**src/rtl/micro_sequencer.sv**
```systemverilog
// micro_sequencer: next-address logic for a microcoded control unit.
// Holds the registered micro-PC, stretches multi-cycle microinstructions
// through a WAIT state, counts instruction fetches and traps into a sticky
// HALT whenever the next micro-PC would land on TRAP_ADDR.
module micro_sequencer #(
  parameter logic [4:0] FETCH_ADDR = 5'b00000,
  parameter logic [4:0] TRAP_ADDR  = 5'b11111
) (
  input  logic        clk,
  input  logic        rst,
  input  logic [1:0]  addr_ctl,
  input  logic [4:0]  dt1_addr,
  input  logic [4:0]  dt2_addr,
  input  logic        hold,
  input  logic [3:0]  wait_len,
  output logic [4:0]  upc,
  output logic        instr_start,
  output logic        illegal,
  output logic [15:0] instr_count,
  output logic [1:0]  dbg_state
);

  localparam logic [1:0] ST_RUN  = 2'b00;
  localparam logic [1:0] ST_WAIT = 2'b01;
  localparam logic [1:0] ST_HALT = 2'b10;

  localparam logic [1:0] AC_SEQ   = 2'b00;
  localparam logic [1:0] AC_DISP1 = 2'b01;
  localparam logic [1:0] AC_DISP2 = 2'b10;
  localparam logic [1:0] AC_FETCH = 2'b11;

  logic [1:0]  state_q, state_d;
  logic [3:0]  wcnt_q, wcnt_d;
  logic [4:0]  upc_q, upc_d;
  logic        illegal_q, illegal_d;
  logic        start_q, start_d;
  logic [15:0] count_q, count_d;

  logic [4:0]  nxt_addr;
  logic        take_nxt;

  // Candidate next micro-PC selected by the current microinstruction.
  always_comb begin
    nxt_addr = upc_q + 5'd1;
    case (addr_ctl)
      AC_SEQ:   nxt_addr = upc_q + 5'd1;
      AC_DISP1: nxt_addr = dt1_addr;
      AC_DISP2: nxt_addr = dt2_addr;
      AC_FETCH: nxt_addr = FETCH_ADDR;
      default:  nxt_addr = upc_q + 5'd1;
    endcase
  end

  // Sequencer FSM: RUN advances or enters WAIT, WAIT counts down, HALT is sticky.
  // A WAIT that reaches wcnt=1 applies the next address on that same edge, so a
  // microinstruction lasts exactly 1+wait_len unstalled cycles.
  always_comb begin
    state_d   = state_q;
    wcnt_d    = wcnt_q;
    upc_d     = upc_q;
    illegal_d = illegal_q;
    start_d   = 1'b0;
    count_d   = count_q;
    take_nxt  = 1'b0;

    case (state_q)
      ST_RUN: begin
        if (!hold) begin
          if (wait_len != 4'd0) begin
            wcnt_d  = wait_len;
            state_d = ST_WAIT;
          end else begin
            take_nxt = 1'b1;
          end
        end
      end
      ST_WAIT: begin
        if (!hold) begin
          if (wcnt_q > 4'd1) begin
            wcnt_d = wcnt_q - 4'd1;
          end else begin
            take_nxt = 1'b1;
          end
        end
      end
      ST_HALT: begin
        state_d = ST_HALT;
      end
      default: begin
        state_d = ST_RUN;
      end
    endcase

    if (take_nxt) begin
      wcnt_d = 4'd0;
      if (nxt_addr == TRAP_ADDR) begin
        state_d   = ST_HALT;
        upc_d     = TRAP_ADDR;
        illegal_d = 1'b1;
      end else begin
        state_d = ST_RUN;
        upc_d   = nxt_addr;
        if (addr_ctl == AC_FETCH) begin
          count_d = count_q + 16'd1;
          start_d = 1'b1;
        end
      end
    end
  end

  // State registers with synchronous reset; reset overrides hold and any state.
  always_ff @(posedge clk) begin
    if (rst) begin
      state_q   <= ST_RUN;
      wcnt_q    <= 4'd0;
      upc_q     <= FETCH_ADDR;
      illegal_q <= 1'b0;
      start_q   <= 1'b0;
      count_q   <= 16'd0;
    end else begin
      state_q   <= state_d;
      wcnt_q    <= wcnt_d;
      upc_q     <= upc_d;
      illegal_q <= illegal_d;
      start_q   <= start_d;
      count_q   <= count_d;
    end
  end

  assign upc         = upc_q;
  assign instr_start = start_q;
  assign illegal     = illegal_q;
  assign instr_count = count_q;
  assign dbg_state   = state_q;

endmodule

```
**config.mk**
```make
export PLATFORM = sky130hd
export DESIGN_NAME = micro_sequencer
export DESIGN_NICKNAME = d
export VERILOG_FILES = /design/src/rtl/micro_sequencer.sv
export SDC_FILE = /design/constraint.sdc
export NUM_CORES = 1
export LEC_CHECK = 0
export CAP_MARGIN = 20
export CELL_PAD_IN_SITES_DETAIL_PLACEMENT = 0
export CELL_PAD_IN_SITES_GLOBAL_PLACEMENT = 1
export CORE_MARGIN = 2
export CORE_UTILIZATION = 31
export CTS_CLUSTER_SIZE = 40
export DETAILED_ROUTE_END_ITERATION = 12
export PLACE_DENSITY_LB_ADDON = 0.05
export SYNTH_ARGS = -nofsm -noshare
export SYNTH_HDL_FRONTEND = slang
export SYNTH_SLANG_ARGS = --single-unit
```
**constraint.sdc**
```tcl
create_clock -name clk -period 3.5 [get_ports clk]
set_clock_uncertainty 0.2 [all_clocks]
set_input_delay 0.35 -clock clk [delete_from_list [all_inputs] [get_ports clk]]
set_output_delay 0.35 -clock clk [all_outputs]
set_load 0.1 [all_outputs]
```
## After elaboration in Yosys (flattened, before gate mapping)

Cells that the tools add are included.

| word-level totals | value |
|---|---|
| word-level logic and storage cells | 53 |
| output and inout port bits | 25 |
| memory bits (writable) | 0 |
| ROM bits | 0 |
| flip-flop bits (word level) | 29 |
| bits of input ports | 19 |
| memories kept | 0 |
| bits in latches | 0 |

| operators by class | value |
|---|---|
| multiplexer cells | 18 |
| shift operators | 0 |
| $mul | 0 |
| bitwise gates (word level) | 2 |
| $lt $le $gt $ge | 1 |
| reduce and logical (&&, ||, !) cells | 10 |
| equality and inequality tests | 13 |
| $add $sub $neg | 3 |
| div/mod/pow operators | 0 |

Operator list:

| kind | count |
|---|---|
| 5-bit case mux with 4 select lines | 1 |
| 16-bit by 1-bit adder with 16-bit output (second input constant) | 1 |
| 4-bit 2-to-1 mux | 4 |
| 2-bit != test (second input constant) | 5 |
| 2-bit 2-to-1 mux | 4 |
| 4-bit case mux with 2 select lines | 1 |
| 2-bit == test (second input constant) | 3 |
| 3-bit != test (second input constant) | 2 |
| 2-bit case mux with 3 select lines | 1 |
| 3-bit AND reduction | 2 |
| 5-bit by 1-bit adder with 5-bit output (second input constant) | 1 |
| 5-bit == test (second input constant) | 1 |
| 1-bit 2-to-1 mux | 5 |
| 5-bit 2-to-1 mux | 1 |
| 5-bit AND reduction | 1 |
| 2-bit by 1-bit == test with 1-bit output (second input constant) | 2 |
| 4-bit by 1-bit greater-than comparator with 1-bit output (second input constant) | 1 |
| 2-bit logical NOT | 2 |
| 4-bit nonzero test | 1 |
| 4-bit by 1-bit subtractor with 4-bit output (second input constant) | 1 |
| 3-bit OR reduction | 1 |
| 1-bit inverter | 2 |
| 1-bit case mux with 2 select lines | 1 |
| 2-bit AND reduction | 1 |
| 2 further kinds | 2 |

## Depth between registers and ports, before layout

Gate-level depths: netlist of run 1.

| logic depth | value |
|---|---|
| depth in word-level cells | 6 |
| mapped depth | 8 |
| gate-level depth less buffers | 7 |

## Worst setup path after synthesis of run 1

Ideal clock, no wire load.

| path | value |
|---|---|
| path type | reg2reg |
| from | register state_q[0] (netlist: dbg_state[0]) |
| to | register count_q[9] (netlist: instr_count[9]) |
| period minus slack after synthesis | 2.833 ns |
| setup slack | 0.667 ns |
| required time | 3.177 ns |
| path buffers | 0 |
| setup time | 0.123 ns |
| arrival time | 2.509 ns |
| stages on the path, launching flop included | 6 |
| path through | dfxtp_1 -> nor4b_4 -> nand3_2 -> a2111oi_4 -> nand3_1 -> mux2_1 |

| between the ends | value |
|---|---|
| cells in the longest elaborated chain, start to end | 3 |
| elaborated cells between the ends (all ways) | 4 |
| those cells by class | 1 x eq/ne; 1 x mux; 2 x reduce/logical |

RTL lines:

| element | line | source |
|---|---|---|
| from (decl) | 32 | `logic [1:0] state_q, state_d;` |
| from (signal assigned) | 121 | `state_q <= state_d;` |
| 2-bit by 1-bit == test with 1-bit output / 2-bit logical NOT (equally long branches) | 66 | `case (state_q)` |
| 1-bit case mux with 2 select lines * | 66 |  |
| 3-bit AND reduction (no source line) * | - |  |
| to (signal assigned) | 126 | `count_q <= count_d;` |
| to (decl) | 37 | `logic [15:0] count_q, count_d;` |

Every way passes the cells marked *; elsewhere a longest branch is shown, timed or not.
A chain may end at the register's enable or synchronous reset.

## Final worst setup path of run 1

| path | value |
|---|---|
| from | register state_q[1] (netlist: dbg_state[1]) |
| to | output port dbg_state[1] |

RTL lines:

| element | line | source |
|---|---|---|
| to (decl) | 20 | `output logic [1:0] dbg_state` |

No word-level cell between the ends.

==> results of run 1 <==
-- layout make-up --
class                      instances  area [sq um]  area share
timing repair buffer              45           445       0.202
tap                               70          87.6      0.0396
multi-input combinational        144           965       0.437
inverter                           8          30.0      0.0136
clock buffer                       7          96.3      0.0436
sequential                        29           581       0.263
clock inverter                     1          5.00     0.00227
-- stage by stage --
stage	instances	utilization	instance area [sq um]	hold slack, ps	setup WS, ps
2_1_floorplan	189	-	1610	291	667
3_3_place_gp	296	0.418	2110	246	778
3_5_place_dp	296	0.418	2110	240	761
4_1_cts	304	0.438	2210	250	964
5_1_grt	304	0.438	2210	275	877
6_report	304	0.438	2210	246	971
-- placed cells by master, fill, tap and decap left out, types with 4 or more instances in the layout --
cell type and count:
clkdlybuf4s50_1 43, dfxtp_1 29, nor2_1 25, a21oi_1 12, nand3_1 11, inv_1 8, nand2_1 7, o21ai_0 7
xnor2_1 7, clkbuf_8 7, nor2b_1 6, or3_1 4, mux2_1 4, a22oi_1 4, nor3_1 4, mux2i_1 4
a2111oi_0 4, a211oi_1 4, ha_1 4
-- per-layer routing --
layer	share of wire	track usage	vias to the layer above
met5	0	0	-
met4	0.011	0.0491	0
met3	0.051	0.0533	6
met2	0.44	0.218	32
met1	0.49	0.179	676
li1	-	-	771
-- logic make-up (layout without fill, tap and decap cells) --
logic type | count (synthesis) | count (layout) | synth area share
flops | 29 | 29 | 0.361
fa+ha+maj | 4 | 4 | 0.0311
simple gates | 81 | 81 | 0.279
xor+xnor | 8 | 8 | 0.0436
mux | 8 | 8 | 0.0529
buf+inv | 16 | 61 | 0.0389
compound gates | 43 | 43 | 0.194
-- flip-flops by register name, indices dropped and copies added, names as in the netlist --
register / cells
wcnt_q: 4
dbg_state: 2
upc: 5
instr_start: 1
illegal: 1
instr_count: 16
-- path summary, 6_finish.rpt --
path,from,to,slack (ps),cells after the start
min reg2reg,illegal$_SDFFE_PP0P_,illegal$_SDFFE_PP0P_,250,2
max reg2reg,wcnt_q[0]$_SDFFE_PP0P_,wcnt_q[0]$_SDFFE_PP0P_,1060,8
min,illegal$_SDFFE_PP0P_,illegal$_SDFFE_PP0P_,250,2
max,dbg_state[1]$_SDFFE_PP0P_,dbg_state[1],970,1
-- power by group --
| part | switching (W) | internal [W] |
|---|---|---|
| logic | 0.000105 | 0.0000629 |
| clock network | 0.000129 | 0.000177 |
| registers | 0.0000137 | 0.000341 |
| total | 0.000247 | 0.000582 |
-- worst reg2reg max path, cell delays in order, from the launching register on --
cell,delay (ps)
dfxtp_1,370
inv_1,80
ha_1,220
or2_2,340
a22oi_1,370
nor2_1,70
buf_4,190
or2_1,290
a211oi_1,230
==> metrics.md, run 1 <==
| Metric | Value |
|---|---|
| Post-synth ARST share | 0 |
| Routed vias | 1,485 |
| Yosys reg bits | 29 |
| Crit Path Category | reg2out |
| Num CTS Buffers | 5 |
| Die area | 0.00578 sq mm |
| Sequential share of the synthesized area | 0.361 |
| Cell area after synthesis | 0.00161 sq mm |
| Final net count | 256 |
| Mean Syn Cell Area | 8.51 sq um |
| Critical Path Max Stage Delay | 1190 ps |
| Top-area cell type share of the netlist area | 0.361 |
| Overall Global Routing Usage | 0.140 |
| Vias per cell | 4.88 |
| Clk slew on worst S/H paths | 70 ps |
| DRC | 0 |
| Largest net degree at the start of global routing | 16 |
| Fin. Hold Viols | 0 |
| Most frequent cell after synthesis | dfxtp_1 |
| Initial Utilization | 0.319 |
| Diodes inserted | 0 |
| Die width | 76.0 microns |
| Cells after Synth | 189 |
| Critical-path cell list | clkdlybuf4s50_1 |
| Clock Latency Late Sink | 280 ps |
| CP Launch Type | register |
| Final Slew Violations | 0 |
| Grt total ovfl | 0 |
| DR pass1 iterations | 4 |
| Syn nets | 212 |
| Slowest cell on crit path | clkdlybuf4s50_1 |
| Clk buf depth | 2 |
| Final min period | 2530 ps |
| Layout area overhead | 37.4% |
| CTS tree | yes |
| Worst slew pin tran | 982 ps |
| Area leader, netlist | dfxtp_1 |
| Leading cell types by count after synthesis | dfxtp_1 (29), nor2_1 (25), a21oi_1 (12) |
| VDD IR max | 0.152 mV |
| Post-CTS sizing | 0 |
| Crit share post-route | 0.722 |
| Crit path capture type | output port |
| WP buf/inv | 1 |
| WL/cell | 12.7 microns |
| Max-Cap Viols | 0 |
| Antenna Violating Nets Remaining | 0 |
| Input/output buffers | 43 |
| 1st-iter DRT viols | 75 |
| First-pass GRT wire length | 6630 microns |
| Synth cell types | 41 |
| Max-slew headroom | 0.343 |
| Kind of cell adding the most delay to the critical path | buffers and inverters |
| Final wirelength | 3850 microns |
| Clock sink count | 29 |
| Post-synth EDFFs | 0 |
| Die height | 76.0 microns |
| Initial antenna violation count | 0 |
| F_max | 395 MHz |
| Overall power | 0.000829 W |
| H-tree levels | 2 |
| P_leak | 0.759 nW |
| DP HPWL | 2920 microns |
| Core Area | 0.00504 sq mm |
| RSZ-0062 raised after global routing | false |
| Layout cells sized above 1 | 0.0769 |
| Primary FF master, synth | dfxtp_1 |
| Vias in the first global route | 1,426 |
| Post-CTS setup repair buffer count | 0 |
| Peak fanout along the critical path | 8 |
| Core Rows | 26 |
| Critical Path RT | 2950 ps |
| YS warnings | 0 |
| Clock Root Buffer | clkbuf_8 |
| Post-CTS Hold Buffers | 0 |
| Setup TNS | 0 ps |
| Status | completed |
| Fillcell total | 520 |
| Min-Delay Path Class | reg2reg |
| GP Congestion | 0.766 |
| Setup Viol. Count Final | 0 |
| CP arrival | 1980 ps |
| I/O pin count | 44 |
| PwrDens | 375 mW/mm^2 |
| Synth area leaders | dfxtp_1 (36%), nor2_1 (5.8%), xnor2_1 (3.8%) |
Note: power is estimated with default switching activity, not from simulation.
==> inputs of run 2 (changes only) <==
clock period = 2.45 ns   (was 3.5 ns; I/O delays follow)
==> run 2 against run 1 <==
Utilization is 1.2 points higher. Register-to-register slack worse by 870 ps. Non-clock buffer count is 16 higher. Sequential cell count stayed put. Wire length is 6.5% higher. Clock power is 29% higher. Critical path depth is 4 higher. Cell area is 2.7% higher. Hold slack better by 2.8 ps. Die area stayed put. Sequential power is 43% higher. Largest cell class unchanged. Largest power group unchanged.
==> metrics.md, run 2 (synthesis results as in run 1) <==
| Metric | Value |
|---|---|
| Status | completed |
| Kind of cell adding the most delay to the critical path | simple AND/OR/NAND/NOR gates |
| Critical path origin | wcnt_q[2]$_SDFFE_PP0P_ |
| Max-slew headroom | 0.664 |
| R2R depth | 5 |
| RSZ-0062 raised after global routing | false |
| P_leak | 0.881 nW |
| Fillcell total | 532 |
| Peak fanout along the critical path | 5 |
| WHS Path Cells | 2 |
| Initial antenna violation count | 0 |
| R2R Path Start | wcnt_q[2]$_SDFFE_PP0P_ |
| Critical Path Max Stage Delay | 530 ps |
| Grt total ovfl | 0 |
| Die area | 0.00578 sq mm |
| Reg-to-Reg End | instr_count[9]$_SDFFE_PP0P_ |
| Fin. Hold Viols | 0 |
| First-pass GRT wire length | 7040 microns |
| Clock Latency Late Sink | 280 ps |
| Critical-path cell list | nor4b_4, nand3_2, a2111oi_4, nand3_1, mux2_1 |
| WP buf/inv | 0 |
| GP Congestion | 0.812 |
| Clk buf depth | 2 |
| Commonest non-fill, non-tap cells in the layout | buf_4 (43), nor2_1 (25), dfxtp_1 (22), clkdlybuf4s50_1 (18), a21oi_1 (12) |
| VDD IR max | 0.170 mV |
| Setup TNS | 0 ps |
| Clk slew on worst S/H paths | 60 ps |
| Crit Path Category | reg2reg |
| CP arrival | 2220 ps |
| Crit path capture type | register |
| Final net count | 272 |
| Reg2Reg Setup Slack | 190 ps |
| Initial Utilization | 0.319 |
| Vias per cell | 4.94 |
| Core Area | 0.00504 sq mm |
| DRC | 0 |
| Antenna Violating Nets Remaining | 0 |
| Vias in the first global route | 1,452 |
| Die width | 76.0 microns |
| Final wirelength | 4100 microns |
| Hold Path End | illegal$_SDFFE_PP0P_ |
| H-tree levels | 2 |
| CTS tree | yes |
| Commonest non-fill, non-tap cell in the layout | buf_4 |
| DR pass1 iterations | 4 |
| Final min period | 2260 ps |
| Min-Delay Path Class | reg2reg |
| CP Launch Type | register |
| Diodes inserted | 0 |
| Max reg flops | 16 |
| DP HPWL | 3150 microns |
| Max-Cap Viols | 0 |
| Post-CTS Hold Buffers | 0 |
| Overall Global Routing Usage | 0.149 |
| Input/output buffers | 43 |
| Critical Path RT | 2410 ps |
| Register area | 592 sq um |
| PwrDens | 510 mW/mm^2 |
| Clock Root Buffer | clkbuf_8 |
| Worst slew pin tran | 491 ps |
| I/O pin count | 44 |
| Layout area overhead | 41.2% |
| F_max | 443 MHz |
| Clock sink count | 29 |
| Multi-input logic area | 971 sq um |
| Hold_sp | illegal$_SDFFE_PP0P_ |
| Die height | 76.0 microns |
| Setup Viol. Count Final | 0 |
| Num CTS Buffers | 5 |
| Final Core Density | 0.450 |
| Crit share post-route | 0.921 |
| Final Slew Violations | 0 |
| Slowest cell on crit path | a2111oi_4 |
| Layout cells sized above 1 | 0.261 |
| 1st-iter DRT viols | 100 |
| Largest net degree at the start of global routing | 21 |
| Routed vias | 1,576 |
| WL/cell | 12.9 microns |
| Core Rows | 26 |
run 2: worst max-delay path by stage:
| stage | cells after the start | end |
|---|---|---|
| 6_report | 5 | instr_count[9]$_SDFFE_PP0P_ |
| 5_1_grt | 7 | instr_count[3]$_SDFFE_PP0P_ |
| 4_1_cts | 7 | wcnt_q[0]$_SDFFE_PP0P_ |
| 3_5_place_dp | 6 | instr_count[9]$_SDFFE_PP0P_ |
| 3_3_place_gp | 8 | instr_count[3]$_SDFFE_PP0P_ |
| 2_1_floorplan | 4 | instr_count[9]$_SDFFE_PP0P_ |
run 2: area by class of cell:
type                            instances  share of cell area
Multi-Input combinational cell        144               0.428
Tap cell                               70              0.0386
Clock buffer                            7              0.0380
Timing Repair Buffer                   61               0.222
Sequential cell                        29               0.261
Inverter                                8              0.0132
run 2: worst reg2reg max path, stage by stage (launching register included):
cell       delay, ps
dfxtp_1          370
nor4b_4          390
nand3_2          180
a2111oi_4        530
nand3_1          140
mux2_1           330
run 2: timing repair:
| item | in CTS | in global routing |
|---|---|---|
| resized for setup | 0 | 2 |
| endpoints found under the hold margin | 0 | 0 |
| endpoints found under the setup margin | 0 | 6 |
| setup buffers | 0 | 0 |
run 2: layer usage:
| metal | up-vias | track usage | share of wire |
|---|---|---|---|
| met1 | 724 | 0.198 | 0.48 |
| li1 | 805 | - | - |
| met5 | - | 0 | 0 |
| met4 | 0 | 0.0491 | 0.012 |
| met3 | 6 | 0.0462 | 0.057 |
| met2 | 41 | 0.231 | 0.45 |
run 2: stage by stage:
stage          power, W  setup WS (ps)  hold slack, ps  area, sq um  instances
6_report        0.00116            194             248         2270        319
5_1_grt         0.00122           23.7             278         2270        319
4_1_cts         0.00117           52.0             250         2260        319
3_5_place_dp   0.000769          -42.9             241         2180        312
3_3_place_gp   0.000766          -71.1             236         2180        312
2_1_floorplan  0.000683           3.46             227         1620        189
run 2: power breakdown:
| group | internal (W) | total (W) | switching, W |
|---|---|---|---|
| clock network | 0.000222 | 0.000396 | 0.000174 |
| logic | 0.0000981 | 0.000254 | 0.000156 |
| registers | 0.000488 | 0.000508 | 0.0000197 |
| total | 0.000808 | 0.00116 | 0.000350 |
